File: src/rtl/scv_pkg.sv
// Shared definitions for the PS/2 keyboard receive path: prefix bytes,
// the list of device status codes that never become key events, the
// key-event word layout and the frame receiver state encoding.
package scv_pkg;

  localparam logic [7:0] PS2_PFX_EXT   = 8'hE0;
  localparam logic [7:0] PS2_PFX_BRK   = 8'hF0;
  localparam logic [7:0] PS2_PFX_PAUSE = 8'hE1;

  // Number of bytes that follow E1 in the Pause make sequence.
  localparam logic [2:0] PS2_PAUSE_SKIP = 3'd7;

  // Status / acknowledge / error codes a keyboard may send.
  localparam int PS2_NUM_DISCARD = 8;
  localparam logic [PS2_NUM_DISCARD-1:0][7:0] PS2_DISCARD_CODES = {
    8'hAA, 8'hFA, 8'hFC, 8'hFD, 8'hFE, 8'hEE, 8'h00, 8'hFF
  };

  // Key event word, bit-for-bit identical to PS2_KEY.
  typedef struct packed {
    logic       toggle;
    logic       pressed;
    logic       ext;
    logic [7:0] code;
  } ps2_key_t;

  typedef enum logic [1:0] {
    FR_IDLE   = 2'd0,
    FR_DATA   = 2'd1,
    FR_PARITY = 2'd2,
    FR_STOP   = 2'd3
  } ps2_frame_state_e;

  // True when the byte is a status code rather than a scan code.
  function automatic logic ps2_is_discard(input logic [7:0] b);
    logic hit;
    hit = 1'b0;
    for (int i = 0; i < PS2_NUM_DISCARD; i++) begin
      if (b == PS2_DISCARD_CODES[i]) begin
        hit = 1'b1;
      end else begin
        hit = hit;
      end
    end
    return hit;
  endfunction

  // Odd parity over data plus parity bit means the frame is intact.
  function automatic logic ps2_parity_ok(input logic [7:0] data, input logic par);
    return ^{data, par};
  endfunction

endpackage

File: src/rtl/ps2_frame_rx.sv
// PS/2 device-to-host frame receiver: synchronizes both lines, deglitches
// the clock, deframes 11-bit frames and abandons stalled partial frames.
module ps2_frame_rx
  import scv_pkg::*;
#(
  parameter int TIMEOUT_CYCLES = 65536,
  parameter int FILT_LEN       = 4
) (
  input  logic       clk_i,
  input  logic       rst_i,
  input  logic       ps2_clk_i,
  input  logic       ps2_dat_i,
  output logic [7:0] byte_o,
  output logic       byte_vld_o,
  output logic       frame_err_o,
  output logic       frame_abort_o
);

  localparam int TMO_W = $clog2(TIMEOUT_CYCLES + 1);
  localparam logic [TMO_W-1:0] TMO_LIMIT = TMO_W'(TIMEOUT_CYCLES);

  logic [1:0]          clk_sync_q;
  logic [1:0]          dat_sync_q;
  logic [FILT_LEN-1:0] hist_q;
  logic                filt_q;
  logic                filt_d;
  logic                fall_s;

  ps2_frame_state_e    state_q, state_d;
  logic [7:0]          shift_q, shift_d;
  logic [2:0]          bitcnt_q, bitcnt_d;
  logic                par_q, par_d;
  logic [TMO_W-1:0]    tmo_q, tmo_d;
  logic [7:0]          byte_q, byte_d;
  logic                vld_q, vld_d;
  logic                err_q, err_d;
  logic                abort_q, abort_d;

  // Two-flop synchronizers and clock sample history; lines idle high.
  always_ff @(posedge clk_i or posedge rst_i) begin
    if (rst_i) begin
      clk_sync_q <= 2'b11;
      dat_sync_q <= 2'b11;
      hist_q     <= '1;
      filt_q     <= 1'b1;
    end else begin
      clk_sync_q <= {clk_sync_q[0], ps2_clk_i};
      dat_sync_q <= {dat_sync_q[0], ps2_dat_i};
      hist_q     <= {hist_q[FILT_LEN-2:0], clk_sync_q[1]};
      filt_q     <= filt_d;
    end
  end

  // Filtered clock follows only after FILT_LEN equal samples; flag falls.
  always_comb begin
    filt_d = filt_q;
    fall_s = 1'b0;
    if (filt_q && (hist_q == '0)) begin
      filt_d = 1'b0;
      fall_s = 1'b1;
    end else if (!filt_q && (hist_q == '1)) begin
      filt_d = 1'b1;
    end else begin
      filt_d = filt_q;
    end
  end

  // Frame FSM state and registered outputs.
  always_ff @(posedge clk_i or posedge rst_i) begin
    if (rst_i) begin
      state_q  <= FR_IDLE;
      shift_q  <= 8'h00;
      bitcnt_q <= 3'd0;
      par_q    <= 1'b0;
      tmo_q    <= '0;
      byte_q   <= 8'h00;
      vld_q    <= 1'b0;
      err_q    <= 1'b0;
      abort_q  <= 1'b0;
    end else begin
      state_q  <= state_d;
      shift_q  <= shift_d;
      bitcnt_q <= bitcnt_d;
      par_q    <= par_d;
      tmo_q    <= tmo_d;
      byte_q   <= byte_d;
      vld_q    <= vld_d;
      err_q    <= err_d;
      abort_q  <= abort_d;
    end
  end

  // Next-state logic: bit capture on filtered falls, frame check, timeout.
  always_comb begin
    state_d  = state_q;
    shift_d  = shift_q;
    bitcnt_d = bitcnt_q;
    par_d    = par_q;
    tmo_d    = tmo_q;
    byte_d   = byte_q;
    vld_d    = 1'b0;
    err_d    = 1'b0;
    abort_d  = 1'b0;

    case (state_q)
      FR_IDLE: begin
        if (fall_s && !dat_sync_q[1]) begin
          state_d  = FR_DATA;
          bitcnt_d = 3'd0;
        end else begin
          state_d = FR_IDLE;
        end
      end
      FR_DATA: begin
        if (fall_s) begin
          shift_d  = {dat_sync_q[1], shift_q[7:1]};
          bitcnt_d = bitcnt_q + 3'd1;
          if (bitcnt_q == 3'd7) begin
            state_d = FR_PARITY;
          end else begin
            state_d = FR_DATA;
          end
        end else begin
          state_d = FR_DATA;
        end
      end
      FR_PARITY: begin
        if (fall_s) begin
          par_d   = dat_sync_q[1];
          state_d = FR_STOP;
        end else begin
          state_d = FR_PARITY;
        end
      end
      FR_STOP: begin
        if (fall_s) begin
          state_d = FR_IDLE;
          if (dat_sync_q[1] && ps2_parity_ok(shift_q, par_q)) begin
            byte_d = shift_q;
            vld_d  = 1'b1;
          end else begin
            err_d = 1'b1;
          end
        end else begin
          state_d = FR_STOP;
        end
      end
      default: begin
        state_d = FR_IDLE;
      end
    endcase

    // A falling edge in the same cycle as expiry wins and reloads the count.
    if (state_q == FR_IDLE) begin
      tmo_d = '0;
    end else if (fall_s) begin
      tmo_d = '0;
    end else if (tmo_q >= TMO_LIMIT) begin
      tmo_d   = '0;
      state_d = FR_IDLE;
      abort_d = 1'b1;
    end else begin
      tmo_d = tmo_q + TMO_W'(1);
    end
  end

  assign byte_o        = byte_q;
  assign byte_vld_o    = vld_q;
  assign frame_err_o   = err_q;
  assign frame_abort_o = abort_q;

endmodule

File: src/rtl/ps2_keyrx.sv
// PS/2 keyboard receiver: turns deframed scan-code bytes into toggle-style
// key events, folding in the E0 (extended), F0 (break) and E1 (pause) prefixes.
module ps2_keyrx
  import scv_pkg::*;
#(
  parameter int TIMEOUT_CYCLES = 65536,
  parameter int FILT_LEN       = 4
) (
  input  logic        CLK_SYS,
  input  logic        RESET,
  input  logic        PS2_CLK,
  input  logic        PS2_DAT,
  output logic [10:0] PS2_KEY,
  output logic        ERR
);

  logic [7:0] byte_s;
  logic       byte_vld_s;
  logic       frame_err_s;
  logic       frame_abort_s;

  ps2_key_t   key_q, key_d;
  logic       err_q, err_d;
  logic       ext_q, ext_d;
  logic       brk_q, brk_d;
  logic [2:0] skip_q, skip_d;

  ps2_frame_rx #(
    .TIMEOUT_CYCLES(TIMEOUT_CYCLES),
    .FILT_LEN      (FILT_LEN)
  ) u_frame_rx (
    .clk_i        (CLK_SYS),
    .rst_i        (RESET),
    .ps2_clk_i    (PS2_CLK),
    .ps2_dat_i    (PS2_DAT),
    .byte_o       (byte_s),
    .byte_vld_o   (byte_vld_s),
    .frame_err_o  (frame_err_s),
    .frame_abort_o(frame_abort_s)
  );

  // Decoder state and the output event register.
  always_ff @(posedge CLK_SYS or posedge RESET) begin
    if (RESET) begin
      key_q  <= '0;
      err_q  <= 1'b0;
      ext_q  <= 1'b0;
      brk_q  <= 1'b0;
      skip_q <= 3'd0;
    end else begin
      key_q  <= key_d;
      err_q  <= err_d;
      ext_q  <= ext_d;
      brk_q  <= brk_d;
      skip_q <= skip_d;
    end
  end

  // Byte decoder: prefixes set flags, Pause bytes are swallowed, status
  // codes are dropped, anything else emits one event and clears the flags.
  always_comb begin
    key_d  = key_q;
    err_d  = 1'b0;
    ext_d  = ext_q;
    brk_d  = brk_q;
    skip_d = skip_q;

    if (frame_err_s || frame_abort_s) begin
      err_d  = frame_err_s;
      ext_d  = 1'b0;
      brk_d  = 1'b0;
      skip_d = 3'd0;
    end else if (byte_vld_s) begin
      if (skip_q != 3'd0) begin
        skip_d = skip_q - 3'd1;
      end else if (byte_s == PS2_PFX_EXT) begin
        ext_d = 1'b1;
      end else if (byte_s == PS2_PFX_BRK) begin
        brk_d = 1'b1;
      end else if (byte_s == PS2_PFX_PAUSE) begin
        skip_d = PS2_PAUSE_SKIP;
      end else if (ps2_is_discard(byte_s)) begin
        ext_d = 1'b0;
        brk_d = 1'b0;
      end else begin
        key_d.toggle  = ~key_q.toggle;
        key_d.pressed = ~brk_q;
        key_d.ext     = ext_q;
        key_d.code    = byte_s;
        ext_d         = 1'b0;
        brk_d         = 1'b0;
      end
    end else begin
      skip_d = skip_q;
    end
  end

  assign PS2_KEY = key_q;
  assign ERR     = err_q;

endmodule

File: config.mk
export PLATFORM = sky130hd
export DESIGN_NAME = ps2_keyrx
export DESIGN_NICKNAME = d
export VERILOG_FILES = /design/src/rtl/scv_pkg.sv /design/src/rtl/ps2_frame_rx.sv /design/src/rtl/ps2_keyrx.sv
export SDC_FILE = /design/constraint.sdc
export NUM_CORES = 1
export LEC_CHECK = 0
export BUFFER_PORTS_ARGS = -buffer_cell sky130_fd_sc_hd__buf_2
export CORE_ASPECT_RATIO = 2
export CORE_MARGIN = 2
export CORE_UTILIZATION = 40
export DETAILED_ROUTE_END_ITERATION = 16
export GPL_TIMING_DRIVEN = 0
export PLACE_DENSITY = 0.62
export REMOVE_ABC_BUFFERS = 1
export SLEW_MARGIN = 25
export SYNTH_ARGS = -nofsm -noshare
export SYNTH_HDL_FRONTEND = slang
export SYNTH_SLANG_ARGS = --single-unit
export TNS_END_PERCENT = 30
File: constraint.sdc
create_clock -name CLK_SYS -period 2.2 [get_ports CLK_SYS]
set_clock_uncertainty 0.2 [all_clocks]
set_input_delay 0.11 -clock CLK_SYS [delete_from_list [all_inputs] [get_ports CLK_SYS]]
set_output_delay 0.11 -clock CLK_SYS [all_outputs]
set_load 0.01 [all_outputs]
==> results.yml <==
die:
  io_pins: 16
  fp.dieW_um: 65.32
  die_area_um2: 8271
  coreArea_um2: 7267
  initial_core_util_pct: 41.39
  fp.dieH_um: 126.6
  rows: 44
yosys:
  yosysUniqueCellTypes: 47
  synth_area_leader_cell: "dfrtp_1"
  synthTopCellsByCount: "59 x dfrtp_1, 21 x mux2_2, 20 x nor2_1"
  ys.warnings.count: 0
  ys_seq_area_share_pct: 56.95
  synth.top_cell.area_share_pct: 49.08
  ys_async_sr_fraction_pct: 100.0
  ys_top_cells_by_area: "dfrtp_1 49%, dfstp_2 7.9%, mux2_2 7.9%, xnor2_1 2.9%, ha_1 2.5%"
  synth_edf_count: 0
  ys.flop_type: "dfrtp_1"
  synth_most_common_cell: "dfrtp_1"
  synth-seq-cells: 68
  avgSynthCellArea_um2: 11.94
  syn_area_um2: 3008
  syn_inst: 252
critical_path:
  path_class: "reg -> reg"
  required_ns: 2.21
  critPathMaxFanout: 4
  worstSetupStartpointType: "register"
  end_kind: "register"
  arrival_ns: 2.25
  crit_chain: "inv_2 -> ha_4 -> nor2b_4 -> o311ai_4 -> a311o_1 -> a211o_4 -> buf_12 -> mux2_4"
  max_stage_delay_ns: 0.39
  slowest_stage: "dfrtp_1"
  rrSetupSlack_ns: -0.04
grt:
  grt_pass1_wl_mm: 9.404
  grt_overflow: 0
  grt_usage_pct: 15.24
  grt_max_degree: 45
  grt_pass1_vias: 2095
  antenna_found_initial: 0
clock_network:
  path_clk_slew_ns: 0.06
  cts.sinks: 68
  insertion_delay_ns: 0.33
  cts_tree: "built"
  clk_path_buf_depth: 2
  cts-htree-levels: 3
  clock-root-buffer: "clkbuf_16"
  numCtsBuffers: 9
drt:
  drtIter0Drc: 103
  routed_wl_mm: 5.363
  ant_nets: 0
  num_vias: 1938
  drc_errors: 0
  wl_per_cell_um: 14.15
  first_pass_iters: 4
  routed_via_density: 5.113
placed_design:
  dpl.hpwl_mm: 3.564
  gp_congestion: 0.7452
  portBuffers: 15
  pre_cts_ws_ns: -0.1760
finish:
  syn_to_final_growth_pct: 22.80
  num_antenna_cells: 0
  regArea_um2: 1715
  nFillCells: 670
  drive_gt1_share_pct: 31.01
  num-nets-final: 292
  multiInputGateArea_um2: 1261
timing:
  slew-limit-headroom_pct: 68.05
  hold_viol: 0
  worst_pin_slew_ns: 0.4781
  finalWorstSetupSlack_ns: -0.03717
  grt_setup_unrepaired: "yes"
  fmax_ghz: 0.4470
  period_share_pct: 101.7
  setup_viol: 7
  fin_crit_ns: 2.237
  report.final.slew_viol_count: 0
status:
  violations: "negative setup slack"
  outcome: "finished, violations left"
job:
  drv_cap: 0
pwr:
  p_leak_nw: 1.737
  p_per_area_nw_per_um2: 824.6
  fin_total_pwr_mw: 3.046
  peakVddDrop_v: 0.0005584
min_path:
  hp-class: "in -> async"
[flip-flops by register name, indices dropped and copies added (netlist names)]
signal,count
u_frame_rx.frame_err_o,1
u_frame_rx.hist_q,4
PS2_KEY,11
u_frame_rx.shift_q,8
u_frame_rx.byte_o,8
brk_q,1
ERR,1
u_frame_rx.par_q,1
ext_q,1
u_frame_rx.state_q,2
u_frame_rx.byte_vld_o,1
u_frame_rx.bitcnt_q,3
u_frame_rx.filt_q,1
u_frame_rx.tmo_q,17
skip_q,3
u_frame_rx.dat_sync_q,2
u_frame_rx.frame_abort_o,1
u_frame_rx.clk_sync_q,2
[layout make-up]
class                   instances  share of cell area (%)
multi-input cells             162                   34.15
repair buffers                 28                   6.064
inverters                      13                   1.389
well taps                      92                   3.117
clock inverters                 6                   2.371
clock buffers                  10                   6.470
flip-flops and latches         68                   46.44
[worst paths after layout]
path	endpoint	cells after the start	start
hold / removal	ERR	3	RESET
setup reg to reg	PS2_KEY[4]	8	skip_q[0]
min in group CLK_SYS	u_frame_rx.dat_sync_q[1]	0	u_frame_rx.dat_sync_q[0]
max in group asynchronous	u_frame_rx.clk_sync_q[1]	4	RESET
setup / recovery	PS2_KEY[4]	8	skip_q[0]
hold reg to reg	u_frame_rx.dat_sync_q[1]	0	u_frame_rx.dat_sync_q[0]
[layer usage]
layer  wire length (um)  track usage (%)  vias up
met3                147            4.521       10
met2               3060            27.43       30
met1               2009            15.30      955
met4                145            7.843        0
li1                   -                -      943
met5                  0                0        -
[cell families (layout without fill, tap and decap cells)]
group | Yosys count | in the layout | synth area share, %
flip-flops | 68 | 68 | 56.95
adder cells (fa/ha/maj) | 6 | 6 | 2.496
XOR/XNOR | 19 | 19 | 5.990
buffers and inverters | 22 | 57 | 3.120
multiplexers | 26 | 26 | 10.19
AND/OR/NAND/NOR | 75 | 75 | 13.10
AO/OA/AOI/OAI | 36 | 36 | 8.154
[critical path, delay by kind of cell (launching register included)]
kind,cells,cell delay (ns)
fa+ha+maj,1,0.13
compound gates,3,0.72
buf+inv,2,0.23
mux,1,0.29
simple gates,1,0.15
flops,1,0.39
[timing repair]
| item | in CTS | in global routing |
|---|---|---|
| pin swaps | 3 | 4 |
| buffers inserted | 7 | 2 |
| gates resized for setup | 13 | 6 |
| hold endpoints to repair | 61 | 0 |
| setup endpoints to repair | 18 | 24 |
| hold buffers | 3 | 0 |
[per-stage QoR]
step / std cells / TNS (ns) / utilization, % / instance area [um^2] / hold WS, ns
final: 379 / -0.1044 / 50.83 / 3694 / 0.09943
after global routing: 379 / -0.6311 / 50.83 / 3694 / 0.1330
after CTS: 377 / -0.6182 / 50.38 / 3661 / 0.09761
after detailed placement: 351 / -1.230 / 43.80 / 3183 / -0.09104
after global placement: 350 / -39.63 / 43.39 / 3153 / 0.01466
after floorplan: 243 / 0 / - / 2963 / -0.08552
[power by group]
part           internal, mW  switching, mW
clock network          1.02          0.524
logic                0.0681         0.0939
registers              1.30         0.0422
total                  2.39          0.660
[cells in the final DEF, fill, tap and decap left out, types with 9 or more instances in the layout]
cell | netlist | final
mux2_2 | 21 | 21
o21ai_0 | 10 | 10
nor2_1 | 20 | 20
clkbuf_16 | 0 | 9
dfstp_2 | 9 | 9
buf_2 | 0 | 15
dfrtp_1 | 59 | 57
inv_1 | 13 | 10
xnor2_1 | 10 | 9
nand2_1 | 11 | 11
No activity file was read; power rests on OpenSTA's default activity.
